## config.mk

```make
export PLATFORM = sky130hd
export DESIGN_NAME = program_loader
export DESIGN_NICKNAME = d
export VERILOG_FILES = /design/src/rtl/program_loader_pkg.sv /design/src/rtl/program_loader_byte_to_word.sv /design/src/rtl/program_loader.sv
export SDC_FILE = /design/constraint.sdc
export NUM_CORES = 1
export LEC_CHECK = 0
export CAP_MARGIN = 10
export CELL_PAD_IN_SITES_DETAIL_PLACEMENT = 2
export CELL_PAD_IN_SITES_GLOBAL_PLACEMENT = 2
export CORE_MARGIN = 2
export CORE_UTILIZATION = 35
export CTS_CLUSTER_SIZE = 25
export DETAILED_ROUTE_END_ITERATION = 6
export PLACE_DENSITY = 0.78
export SLEW_MARGIN = 20
export SYNTH_ARGS = -nofsm -noshare
export SYNTH_HDL_FRONTEND = slang
export SYNTH_SLANG_ARGS = --single-unit
```

## constraint.sdc

```tcl
create_clock -name clk -period 3.9 [get_ports clk]
set_input_delay 0.78 -clock clk [delete_from_list [all_inputs] [get_ports clk]]
set_output_delay 0.78 -clock clk [all_outputs]
set_load 0.02 [all_outputs]
```

## src/rtl/program_loader_pkg.sv

```systemverilog
// Shared constants for the program loader: state encoding, word geometry and
// default sizing of the program memory.
package program_loader_pkg;

    localparam int WIDTH_DEF      = 32;
    localparam int ADD_WIDTH_DEF  = 8;
    localparam int DEPTH_DEF      = 256;
    localparam int BYTES_PER_WORD = 4;

    localparam logic [1:0] ST_IDLE    = 2'd0;
    localparam logic [1:0] ST_COLLECT = 2'd1;
    localparam logic [1:0] ST_WRITE   = 2'd2;
    localparam logic [1:0] ST_DONE    = 2'd3;

endpackage

```

## src/rtl/program_loader_byte_to_word.sv

```systemverilog
// Little-endian byte assembler: four accepted bytes form one instruction word,
// the first byte landing in [7:0].
module byte_to_word
    import program_loader_pkg::*;
#(
    parameter int WIDTH = WIDTH_DEF
) (
    input  logic             clk,
    input  logic             rst_n,
    input  logic             clear,
    input  logic             byte_en,
    input  logic [7:0]       byte_in,
    output logic [WIDTH-1:0] word,
    output logic             word_valid
);

    logic [WIDTH-1:0] shift_r;
    logic [1:0]       cnt_r;

    // The word is offered combinationally so the FSM can write the cycle after the last byte.
    assign word       = {byte_in, shift_r[WIDTH-1:8]};
    assign word_valid = byte_en && (cnt_r == 2'(BYTES_PER_WORD - 1));

    // Shift register and byte counter; clear discards any partial word.
    always_ff @(posedge clk or negedge rst_n) begin
        if (!rst_n) begin
            shift_r <= {WIDTH{1'b0}};
            cnt_r   <= 2'd0;
        end else if (clear) begin
            shift_r <= {WIDTH{1'b0}};
            cnt_r   <= 2'd0;
        end else if (byte_en) begin
            shift_r <= word;
            cnt_r   <= cnt_r + 2'd1;
        end else begin
            shift_r <= shift_r;
            cnt_r   <= cnt_r;
        end
    end

endmodule

```

## src/rtl/program_loader.sv

```systemverilog
// Streams bytes from a serial receiver into program memory one word at a time,
// holding the CPU in reset while the image is being written.
module program_loader
    import program_loader_pkg::*;
#(
    parameter int WIDTH     = WIDTH_DEF,
    parameter int ADD_WIDTH = ADD_WIDTH_DEF,
    parameter int DEPTH     = DEPTH_DEF
) (
    input  logic                 clk,
    input  logic                 rst,
    input  logic                 start,
    input  logic                 abort,
    input  logic [ADD_WIDTH:0]   num_words,
    input  logic                 in_valid,
    input  logic [7:0]           in_data,
    output logic                 in_ready,
    output logic                 mem_wen,
    output logic [ADD_WIDTH-1:0] mem_addr,
    output logic [WIDTH-1:0]     mem_wdata,
    output logic                 cpu_hold,
    output logic                 busy,
    output logic                 done
);

    localparam int               CNT_W     = ADD_WIDTH + 1;
    localparam logic [CNT_W-1:0] DEPTH_LIM = CNT_W'(DEPTH);

    logic [1:0]           state_r, state_nxt_s;
    logic [CNT_W-1:0]     count_r, words_r, words_inc_s, num_sat_s;
    logic                 in_ready_r, mem_wen_r, busy_r, done_r;
    logic [ADD_WIDTH-1:0] mem_addr_r;
    logic [WIDTH-1:0]     mem_wdata_r, word_s;
    logic                 accept_s, byte_en_s, clear_s, word_valid_s;

    assign accept_s    = start && ((state_r == ST_IDLE) || (state_r == ST_DONE));
    assign byte_en_s   = in_valid && in_ready_r && !abort;
    assign clear_s     = accept_s || abort;
    assign num_sat_s   = (num_words > DEPTH_LIM) ? DEPTH_LIM : num_words;
    assign words_inc_s = words_r + {{ADD_WIDTH{1'b0}}, 1'b1};

    byte_to_word #(.WIDTH(WIDTH)) u_byte_to_word (
        .clk        (clk),
        .rst_n      (rst),
        .clear      (clear_s),
        .byte_en    (byte_en_s),
        .byte_in    (in_data),
        .word       (word_s),
        .word_valid (word_valid_s)
    );

    // Next-state logic; abort outranks everything while a load is active.
    always_comb begin
        state_nxt_s = state_r;
        case (state_r)
            ST_IDLE, ST_DONE: begin
                if (accept_s) begin
                    state_nxt_s = (num_sat_s == {CNT_W{1'b0}}) ? ST_DONE : ST_COLLECT;
                end else begin
                    state_nxt_s = state_r;
                end
            end
            ST_COLLECT: begin
                if (abort)             state_nxt_s = ST_IDLE;
                else if (word_valid_s) state_nxt_s = ST_WRITE;
                else                   state_nxt_s = ST_COLLECT;
            end
            ST_WRITE: begin
                if (abort)                       state_nxt_s = ST_IDLE;
                else if (words_inc_s == count_r) state_nxt_s = ST_DONE;
                else                             state_nxt_s = ST_COLLECT;
            end
            default: state_nxt_s = ST_IDLE;
        endcase
    end

    // State, counters and registered outputs decoded from the next state.
    always_ff @(posedge clk or negedge rst) begin
        if (!rst) begin
            state_r     <= ST_IDLE;
            count_r     <= {CNT_W{1'b0}};
            words_r     <= {CNT_W{1'b0}};
            in_ready_r  <= 1'b0;
            mem_wen_r   <= 1'b0;
            busy_r      <= 1'b0;
            done_r      <= 1'b0;
            mem_addr_r  <= {ADD_WIDTH{1'b0}};
            mem_wdata_r <= {WIDTH{1'b0}};
        end else begin
            state_r    <= state_nxt_s;
            in_ready_r <= (state_nxt_s == ST_COLLECT);
            mem_wen_r  <= (state_nxt_s == ST_WRITE);
            busy_r     <= (state_nxt_s == ST_COLLECT) || (state_nxt_s == ST_WRITE);
            done_r     <= (state_nxt_s == ST_DONE);
            if (accept_s) begin
                count_r <= num_sat_s;
                words_r <= {CNT_W{1'b0}};
            end else if (state_r == ST_WRITE) begin
                count_r <= count_r;
                words_r <= words_inc_s;
            end else begin
                count_r <= count_r;
                words_r <= words_r;
            end
            // words_r never exceeds DEPTH-1 here, so the truncated index cannot wrap.
            if ((state_r == ST_COLLECT) && (state_nxt_s == ST_WRITE)) begin
                mem_addr_r  <= words_r[ADD_WIDTH-1:0];
                mem_wdata_r <= word_s;
            end else begin
                mem_addr_r  <= mem_addr_r;
                mem_wdata_r <= mem_wdata_r;
            end
        end
    end

    assign in_ready  = in_ready_r;
    assign mem_wen   = mem_wen_r;
    assign mem_addr  = mem_addr_r;
    assign mem_wdata = mem_wdata_r;
    assign busy      = busy_r;
    assign cpu_hold  = busy_r;
    assign done      = done_r;

endmodule

```

==> results of run 1 <==
## stage by stage
| stage | cells | worst slack [ns] |
|---|---|---|
| finish | 509 | 0.860 |
| global route | 509 | 0.656 |
| CTS | 508 | 0.880 |
| floorplan | 299 | 1.23 |
| global placement | 492 | 0.757 |
| detailed placement | 492 | 0.647 |
## flip-flops by register name (all words and copies together) (netlist names)
| signal | cells |
|---|---|
| count_r | 9 |
| busy | 1 |
| mem_addr | 8 |
| mem_wdata | 32 |
| done | 1 |
| state_r | 2 |
| mem_wen | 1 |
| words_r | 9 |
| u_byte_to_word.shift_r | 24 |
| u_byte_to_word.cnt_r | 2 |
| in_ready | 1 |
## critical path, delay by kind of cell, from the launching register on
kind,cells,cell delay (ns)
multiplexers,1,0.39
adder cells (fa/ha/maj),2,0.66
AND/OR/NAND/NOR,2,0.22
AO/OA/AOI/OAI,4,0.88
buffers and inverters,1,0.23
flip-flops,1,0.51
## final cells by class
type | count | area [µm²] | area share
multi-input combinational | 187 | 1490 | 0.307
sequential | 90 | 2250 | 0.464
tap | 140 | 175 | 0.0361
timing repair buffer | 71 | 712 | 0.147
inverter | 5 | 18.8 | 0.00387
clock inverter | 6 | 65.1 | 0.0134
clock buffer | 10 | 138 | 0.0284
## kinds of logic (layout without fill, tap and decap cells)
| kind of cell | Yosys count | count (layout) | synth area share |
|---|---|---|---|
| multiplexers | 41 | 41 | 0.119 |
| AND/OR/NAND/NOR | 74 | 74 | 0.107 |
| AO/OA/AOI/OAI | 48 | 48 | 0.0983 |
| adder cells (fa/ha/maj) | 7 | 7 | 0.0227 |
| XOR/XNOR | 17 | 17 | 0.0386 |
| buffers and inverters | 22 | 92 | 0.0305 |
| flip-flops | 90 | 90 | 0.584 |
## worst max path at each step
stage                from             to  slack [ns]  cells after the start
5_1_grt        words_r[0]  mem_wdata[28]        0.66                     10
4_1_cts        words_r[0]   mem_wdata[7]        0.88                     10
2_1_floorplan  words_r[0]    mem_addr[0]        1.23                     10
3_5_place_dp        start  mem_wdata[28]        0.65                     10
6_report       words_r[0]   mem_wdata[7]        0.86                     10
3_3_place_gp        start  mem_wdata[16]        0.76                     10
## power by group through the flow
stage	combinational, mW	sequential, mW	clock (mW)
after floorplan	0.259	1.10	0
after global placement	0.414	1.09	0
after detailed placement	0.431	1.10	0
after CTS	0.438	1.08	0.676
after global routing	0.486	1.09	0.711
final	0.440	1.08	0.653
## synthesized netlist by cell type (2+ instances only)
master / number / area share
a21oi_1: 5 / 0.0065
a22o_1: 25 / 0.057
a311oi_1: 2 / 0.0045
a31oi_1: 2 / 0.0032
and2_1: 2 / 0.0032
buf_2: 4 / 0.0052
buf_4: 4 / 0.0078
buf_6: 2 / 0.0058
clkbuf_1: 7 / 0.0068
dfrtp_1: 90 / 0.58
ha_1: 7 / 0.023
inv_1: 5 / 0.0049
mux2_2: 40 / 0.12
nand2_1: 26 / 0.025
nand3_1: 7 / 0.0091
nand3b_1: 9 / 0.018
nor2_1: 11 / 0.011
nor3_1: 3 / 0.0039
nor4_1: 3 / 0.0049
o21ai_0: 6 / 0.0078
or3_1: 2 / 0.0032
xnor2_1: 10 / 0.023
xor2_1: 7 / 0.016
## routing by layer
layer / vias up / GRT usage / wire length, µm / part of all wire
met2: 38 / 0.284 / 4780 / 0.49
li1: 1191 / - / - / -
met1: 1391 / 0.252 / 4550 / 0.47
met4: 0 / 0.0577 / 142 / 0.015
met5: - / 0 / 0 / 0
met3: 10 / 0.0293 / 252 / 0.026
==> run metrics, run 1 <==
Setup crit start kind=register; max-slew violations=0; Tightest Hold Check Type=reg -> reg; clock buffer count from CTS=9; DP Area=4640 µm²; cell mode on critical path=ha_1; Vias=2,630; post-DP HPWL=6.69 mm; post-synthesis register bit count=90; cell area after layout=roughly 4900 µm²; top_reg_cell synth=dfrtp_1; RR Endpoint=mem_wdata[7]; cell internal pwr=1.50 mW; Switching Fraction=0.310; Max-Slew Margin vs Limit=0.363; drt initial violations=96; leakage power total=2.25 nW; Final ANT Viol Nets=0; clk_lat worst skew=between 0.3 and 0.4 ns; hold-critical path depth=2; largest net degree at the start of global routing=77; Worst Tran Pin Value=0.956 ns; warnings from Yosys=0; worst min-delay path endpoint=count_r[8]; Rows=38; DRC viols=0; clk sinks=90; reg2reg start=words_r[0]; layout net count=393; CTS Hold Bufs=0; r2r setup slk=0.86 ns; DR WL/cell=approximately 19 µm; number of port buffers=66; Synth async-reset ratio=1.00; final hold slack=0.513 ns; core area=10,800 µm²; fin crit period=3.04 ns; Post-synth EDFFs=0; CP max FO=40; status=completed; post-layout util=0.450; Setup TNS Final=0 ns; Layout Skew=0.0110 ns; drt total wl=9.72 mm; Resize count post-CTS=0; final worst-path cycle share=0.779; DR pass1 iterations=4; DIE HEIGHT=approximately 110 µm; HP Start=count_r[8]; clock power share=0.300; Ports=67; Net Switching=slightly below 0.7 mW; DIE AREA=11,900 µm²; Cells after Synth=299; number of vias per cell=approximately 5.2; R2R depth=10; mean post-synth cell area=12.9 µm²; max frequency=approximately 330 MHz; Hold Fails Final Rpt=0; Max-Cap Viols=0; Post-Syn Area=~3900 µm²; PnR Total Power=roughly 2.2 mW; clk buf depth=2; Remaining Overflow, GRT=0; register clock-pin slew on the reported worst setup and hold paths=about 0.09 ns; gp weighted congestion=0.793; Post-CTS Setup Inserts=0; CP required=4.13 ns; first-pass GRT wire length=16.0 mm; combinational power share=0.202; post-synthesis sequential area ratio=0.584; CP max stage delay=0.51 ns; # fillers=1,069; # H-tree levels=3; vias in the first global route=2,899; CP Cell Sequence=ha_1 -> nand2_1 -> a21o_1 -> a311oi_1 -> o21ai_1 -> a41o_1 -> ha_1 -> nand2_2 -> buf_12 -> mux2_2; Cell variety after synth=43; Slowest-stage cell, CP=dfrtp_1; crit path kind=reg -> reg; Die X=109 µm; Final Setup Violations=0; Initial Util=0.358; Syn Nets=~330; TritonCTS clock tree=built; Reg power frac=0.497; unrepaired setup endpoints after global routing=false; layout cell share with drive strength beyond 1=0.192; Pwr Density=448 nW/µm²; peak supply drop=roughly 210 µV; initial antenna violation count=0; n_diodes=0; most common cell after layout, fill and taps aside=dfrtp_1; Critical Path Sink Type=register; area grow syn2layout=25.7%; root buffer cell=clkbuf_8; most frequent cells in the layout=dfrtp_1 (90), clkdlybuf4s50_1 (65), mux2_2 (40); Total GRT Usage=0.179; CP Data Arrival Time=3.27 ns
Note: power is estimated with default switching activity, not from simulation.
==> run 2: changes to the inputs <==
- CORE_UTILIZATION: 35 -> 32
- PLACE_DENSITY: 0.78 -> 0.75
- clock period: 3.9 -> 2.5 ns (I/O delays scaled with it)
==> run 2 against run 1 <==
Net effect:
- the flow now finishes with violations (negative setup slack)
- first-iteration DRC count decreased by 27%
- final area up 15%
- register-to-register slack lost 1.0 ns
- fmax up 15%
- critical path depth is 1 higher
- flip-flop and latch count is the same
- setup slack lost 1.0 ns
- power up 84%
- sequential power rose by 56%
- worst hold slack got worse by 0.37 ns
- global-route usage down 0.059 points
- sequential share of layout area is 5.9 points lower
==> run metrics, run 2 (synthesis results as in run 1) <==
TritonCTS clock tree=built (unchanged); Total GRT Usage=0.179 (about the same); Die X=114 µm (was 109 µm); Hold Fails Final Rpt=0 (unchanged); Multi-input gate area=1710 µm² (was 1490 µm²); n_diodes=0 (unchanged); post-DP HPWL=7.48 mm (was 6.69 mm); number of vias per cell=5.15 (was 5.17); Max-Slew Margin vs Limit=0.608 (was 0.363); R2R depth=11 (was 10); RR Endpoint=mem_wdata[18] (was mem_wdata[7]); drt initial violations=70 (was 96); Rows=40 (was 38); leakage power total=2.64 nW (was 2.25 nW); max-slew violations=0 (unchanged); Worst Tran Pin Value=0.589 ns (was 0.956 ns); max FFs per register=32 (unchanged); Pwr Density=719 nW/µm² (was 448 nW/µm²); register clock-pin slew on the reported worst setup and hold paths=0.07 ns (was 0.09 ns); unrepaired setup endpoints after global routing=true (was false); fin crit period=2.65 ns (was 3.04 ns); largest net degree at the start of global routing=49 (was 77); Slowest-stage cell, CP=dfrtp_1 (unchanged); CP Cell Sequence=buf_6 -> and3_4 -> buf_6 -> xnor2_2 -> a31oi_1 -> o21ai_2 -> a41o_1 -> ha_4 -> nand2_8 -> buf_8 -> mux2_2 (was ha_1 -> nand2_1 -> a21o_1 -> a311oi_1 -> o21ai_1 -> a41o_1 -> ha_1 -> nand2_2 -> buf_12 -> mux2_2); Tightest Hold Check Type=in -> async (was reg -> reg); Vias=2,841 (was 2,630); final worst-path cycle share=1.06 (was 0.779); CP required=2.72 ns (was 4.13 ns); failing checks=negative setup slack; drt total wl=11.9 mm (was 9.72 mm); Initial Util=0.324 (was 0.358); most common cell after layout, fill and taps aside=dfrtp_1 (unchanged); clk buf depth=2 (unchanged); Max-Cap Viols=0 (unchanged); crit path kind=reg -> reg (unchanged); status=complete, but fails checks (was completed); initial antenna violation count=0 (unchanged); worst setup margin=-0.145 ns (was 0.860 ns); cell mode on critical path=buf_6 (was ha_1); DR pass1 iterations=4 (unchanged); first-pass GRT wire length=17.8 mm (was 16.0 mm); clk sinks=90 (unchanged); area grow syn2layout=44.4% (was 25.7%); r2r setup slk=-0.15 ns (was 0.86 ns); CTS Hold Bufs=0 (unchanged); reg2reg start=words_r[1] (was words_r[0]); Critical Path Sink Type=register (unchanged); # H-tree levels=3 (unchanged); layout cell share with drive strength beyond 1=0.294 (was 0.192); DR WL/cell=21.5 µm (was 19.1 µm); CP max stage delay=0.43 ns (was 0.51 ns); Final Setup Violations=40 (was 0); peak supply drop=346 µV (was 214 µV); clock buffer count from CTS=9 (unchanged); Ports=67 (unchanged); number of port buffers=66 (unchanged); layout net count=429 (was 393); root buffer cell=clkbuf_16 (was clkbuf_8); # fillers=1,181 (was 1,069); CP max FO=8 (was 40); Setup crit start kind=register (unchanged); core area=11,900 µm² (was 10,800 µm²); clk_lat worst skew=0.35 ns (was 0.36 ns); gp weighted congestion=0.794 (was 0.793); max frequency=378 MHz (was 329 MHz); Layout Skew=0.0122 ns (was 0.0110 ns); DIE HEIGHT=114 µm (was 109 µm); Final ANT Viol Nets=0 (unchanged); DIE AREA=13,000 µm² (was 11,900 µm²); crit-path leading delay family=compound AO/OA/AOI/OAI gates (unchanged); post-layout util=0.468 (was 0.450); most frequent cells in the layout=dfrtp_1 (88), clkdlybuf4s50_1 (65), mux2_4 (30), buf_4 (30) (was dfrtp_1 (90), clkdlybuf4s50_1 (65), mux2_2 (40)); Sequential Area=2250 µm² (about the same); Remaining Overflow, GRT=0 (unchanged); Critical path buffers and inverters=3 (was 1); vias in the first global route=3,162 (was 2,899); CP Data Arrival Time=2.87 ns (was 3.27 ns); DRC viols=0 (unchanged); PnR Total Power=4.01 mW (was 2.18 mW)
[run 2: layer usage]
metal,global-route usage,wire [µm]
met5,0,0
met4,0.0512,180
met3,0.0319,275
met2,0.322,6430
met1,0.220,4980
[run 2: report_power, final]
part	internal (mW)	leakage, nW	switching (mW)
Combinational	0.361	1.25	0.484
Clock	0.808	0.157	0.660
Sequential	1.58	1.23	0.116
Total	2.75	2.64	1.26
[run 2: repair_timing]
| action | in CTS | in global routing |
|---|---|---|
| buffers inserted | 1 | 3 |
| pin swaps | 1 | 5 |
| gates cloned | 1 | 2 |
| endpoints found under the setup margin | 39 | 39 |
| gates resized for setup | 13 | 44 |
[run 2: how the worst max path moves through the flow]
stage	from	to	slack, ns	cells after the start
after CTS	words_r[1]	mem_wdata[18]	0.004	11
after detailed placement	num_words[8]	mem_wdata[18]	-0.28	9
after global placement	num_words[8]	mem_wdata[2]	-0.22	9
after floorplan	words_r[0]	mem_addr[0]	0.01	10
after global routing	words_r[1]	mem_wdata[18]	-0.19	11
final	words_r[1]	mem_wdata[18]	-0.15	11
[run 2: stage by stage]
step           instances  area (µm²)  hold WS [ns]  setup WS, ns  TNS [ns]
2_1_floorplan        299        3870         0.204        0.0138         0
3_3_place_gp         528        4890         0.486        -0.223     -8.22
3_5_place_dp         528        4890         0.485        -0.283     -9.69
4_1_cts              546        5300         0.162       0.00353         0
5_1_grt              552        5570         0.176        -0.187     -6.42
6_report             552        5570         0.143        -0.145     -4.58
[run 2: layout make-up]
| cell class | instances | share of cell area |
|---|---|---|
| flip-flops and latches | 90 | 0.405 |
| multi-input cells | 187 | 0.306 |
| repair buffers | 107 | 0.195 |
| clock buffers | 9 | 0.0404 |
| well taps | 147 | 0.0330 |
| clock inverters | 7 | 0.0171 |
| inverters | 5 | 0.00337 |
[run 2: worst reg2reg max path, stage by stage, from the launching register on]
cell and delay [ns]:
dfrtp_1 0.43, buf_6 0.15, and3_4 0.18, buf_6 0.12, xnor2_2 0.12, a31oi_1 0.27
o21ai_2 0.13, a41o_1 0.31, ha_4 0.20, nand2_8 0.14, buf_8 0.15, mux2_2 0.34
==> run 3: changes to the inputs <==
- ABC_AREA: unset -> 1
- CORE_UTILIZATION: 32 -> 34
- PLACE_DENSITY: 0.75 -> 0.8
- SYNTH_HIERARCHICAL: unset -> 1
- clock period: 2.5 -> 2.66 ns (I/O delays scaled with it)
==> run 3 against run 2 <==
Net effect:
- the run now ends clean
- worst hold slack gained 0.016 ns
- first-iteration DRC count up 26%
- final cell count increased by 12%
- synthesized cell count increased by 32%
- routed wire length fell by 9.9%
- largest power group is now combinational cells
==> run metrics, run 3 <==
status=completed (was complete, but fails checks); # H-tree levels=3 (unchanged); Rows=39 (was 40); Syn Nets=425 (was 328); layout net count=497 (was 429); warnings from Yosys=6 (was 0); final worst-path cycle share=0.946 (was 1.06); CP Data Arrival Time=2.75 ns (was 2.87 ns); top_reg_cell synth=dfrtp_1 (unchanged); DR pass1 iterations=4 (unchanged); Max-Cap Viols=0 (unchanged); Post-synth EDFFs=0 (unchanged); register clock-pin slew on the reported worst setup and hold paths=0.07 ns (about the same); leakage power total=2.56 nW (was 2.64 nW); mean post-synth cell area=10.3 µm² (was 12.9 µm²); fin crit period=2.52 ns (was 2.65 ns); crit path kind=reg -> reg (unchanged); Final Setup Violations=0 (was 40); initial antenna violation count=0 (unchanged); max-slew violations=0 (unchanged); vias in the first global route=3,453 (was 3,162); clk buf depth=2 (unchanged); Switching Fraction=0.359 (was 0.314); TritonCTS clock tree=built (unchanged); clock buffer count from CTS=9 (unchanged); synth cell count leaders=nand2_1 (107), dfrtp_1 (90), inv_1 (39) (was dfrtp_1 (90), mux2_2 (40), nand2_1 (26)); Remaining Overflow, GRT=0 (unchanged); top post-synthesis cells by area=dfrtp_1 (55%), nand2_1 (9.9%), mux2_2 (8.8%), nand3_2 (4.9%), inv_1 (3.6%) (was dfrtp_1 (58%), mux2_2 (12%), a22o_1 (5.7%), nand2_1 (2.5%), ha_1 (2.3%)); Tightest Hold Check Type=in -> async (unchanged); count leader, synth=nand2_1 (was dfrtp_1); Cells after Synth=396 (was 299); Net Switching=1.79 mW (was 1.26 mW); cell area after layout=5240 µm² (was 5570 µm²); root buffer cell=clkbuf_16 (unchanged); drt total wl=10.7 mm (was 11.9 mm); Initial Util=0.352 (was 0.324); Worst Tran Pin Value=0.530 ns (was 0.589 ns); first-pass GRT wire length=17.7 mm (was 17.8 mm); number of port buffers=66 (unchanged); Total GRT Usage=0.177 (was 0.179); Setup crit start kind=register (unchanged); CP max FO=15 (was 8); Vias=3,039 (was 2,841); Pwr Density=950 nW/µm² (was 719 nW/µm²); clock power share=0.243 (was 0.366); post-layout util=0.453 (was 0.468); CP required=2.89 ns (was 2.72 ns); Post-Syn Area=4080 µm² (was 3860 µm²); gp weighted congestion=0.770 (was 0.794); cell taking the most area after synthesis=dfrtp_1 (unchanged); n_diodes=0 (unchanged); number of vias per cell=4.93 (was 5.15); most frequent cells in the layout=nand2_1 (106), dfrtp_1 (88), clkdlybuf4s50_1 (65) (was dfrtp_1 (88), clkdlybuf4s50_1 (65), mux2_4 (30), buf_4 (30)); peak supply drop=467 µV (was 346 µV); Critical Path Sink Type=register (unchanged); largest net degree at the start of global routing=55 (was 49); Ports=67 (unchanged); Hold Fails Final Rpt=0 (unchanged); post-DP HPWL=7.53 mm (was 7.48 mm); Reg power frac=0.362 (was 0.423); Cell variety after synth=27 (was 43); combinational power share=0.395 (was 0.211); post-synth top area share=0.553 (was 0.584); Layout Skew=0.00923 ns (was 0.0122 ns); core area=11,600 µm² (was 11,900 µm²); DIE AREA=12,900 µm² (was 13,000 µm²); max frequency=397 MHz (was 378 MHz); Die X=113 µm (was 114 µm); Synth async-reset ratio=1.00 (unchanged); Max-Slew Margin vs Limit=0.647 (was 0.608); area grow syn2layout=28.7% (was 44.4%); DP Area=4870 µm² (was 4890 µm²); layout cell share with drive strength beyond 1=0.209 (was 0.294); drt initial violations=88 (was 70); max FFs per register=32 (unchanged); clk sinks=90 (unchanged); Final ANT Viol Nets=0 (unchanged); most common cell after layout, fill and taps aside=nand2_1 (was dfrtp_1); DIE HEIGHT=113 µm (was 114 µm); DRC viols=0 (unchanged); post-synthesis sequential area ratio=0.553 (was 0.584); R2R depth=14 (was 11); clk_lat worst skew=0.35 ns (about the same); DR WL/cell=17.3 µm (was 21.5 µm); cell internal pwr=3.20 mW (was 2.75 mW); post-synthesis register bit count=90 (unchanged)
==> run 3: cell count changes in the layout (fill, tap and decap cells not counted), sizes merged, moves of 8 or more <==
cell	change
mux2	-8
nand2	+82
nand3b	-9
a22o	-25
o22ai	+12
nand3	+33
o21ai	+8
xnor2	-10
buf	-24
inv	+34
==> run 3: stage by stage <==
stage / hold slack (ns) / power (mW) / worst slack [ns] / TNS (ns) / cells
CTS: 0.173 / 4.97 / 0.00240 / 0 / 611
global placement: 0.458 / 3.61 / -0.0536 / -1.47 / 595
global route: 0.193 / 5.31 / -0.0583 / -1.43 / 616
floorplan: 0.236 / 2.89 / 0.102 / 0 / 396
finish: 0.159 / 4.98 / 0.144 / 0 / 616
detailed placement: 0.470 / 3.70 / -0.252 / -8.39 / 595
==> run 3: path summary, 6_finish.rpt <==
kind	startpoint	endpoint	slack, ns
worst min-delay path	rst	mem_wdata[27]	0.16
worst max-delay path	words_r[1]	mem_wdata[8]	0.14
worst min register to register	u_byte_to_word/shift_r[15]	u_byte_to_word/shift_r[15]	0.48
max in group asynchronous	rst	mem_wdata[31]	1.83
min in group clk	u_byte_to_word/shift_r[15]	u_byte_to_word/shift_r[15]	0.48
worst max register to register	words_r[1]	mem_wdata[8]	0.14
==> run 3: routing by layer <==
layer  share of wire  track usage
met2            0.55        0.325
met3           0.031       0.0457
met5               0            0
met1            0.41        0.202
met4           0.015       0.0520
==> run 3: worst max-delay path: stages (launching register included) <==
cell	delay [ns]
dfrtp_2	0.45
ha_4	0.19
nand2_4	0.10
inv_1	0.05
nand2_1	0.08
nand2_1	0.08
nand2_1	0.07
nand2_1	0.04
nor2_1	0.14
nand4_1	0.18
a21oi_2	0.22
ha_2	0.23
nand2_4	0.11
buf_12	0.18
mux2_2	0.28
==> run 3: cells by family (layout without fill, tap and decap cells) <==
logic type	count (synthesis)	in the layout	share of synthesized area
AOI/OAI and AO/OA	33	33	0.0451
xor gates and xnor gates	3	3	0.00983
adders and majority gates	7	7	0.0215
buffers and inverters	62	139	0.0801
DFF	90	90	0.553
muxes	32	32	0.0884
and+or+nand+nor	169	169	0.202
==> run 3: layout make-up <==
class	instances	area [µm²]
fillers	1246	6320
clock buffers	11	243
flip-flops and latches	90	2250
well taps	143	179
repair buffers	82	833
clock inverters	5	36.3
inverters	41	156
multi-input cells	244	1540
==> run 3: what timing repair did <==
| action | 4_1_cts | 5_1_grt |
|---|---|---|
| resized for setup | 1 | 9 |
| pin swaps | 0 | 2 |
| setup endpoints to repair | 32 | 40 |
| buffers inserted | 0 | 4 |
| hold buffers | 0 | 0 |
| gates cloned | 0 | 1 |
==> run 3: power by group through the flow <==
| stage | Clock [mW] | Sequential [mW] | Combinational (mW) |
|---|---|---|---|
| after floorplan | 0 | 2.01 | 0.885 |
| after CTS | 1.26 | 1.81 | 1.90 |
| after global routing | 1.31 | 1.85 | 2.15 |
| final | 1.21 | 1.80 | 1.97 |
| after global placement | 0 | 1.82 | 1.80 |
| after detailed placement | 0 | 1.83 | 1.87 |
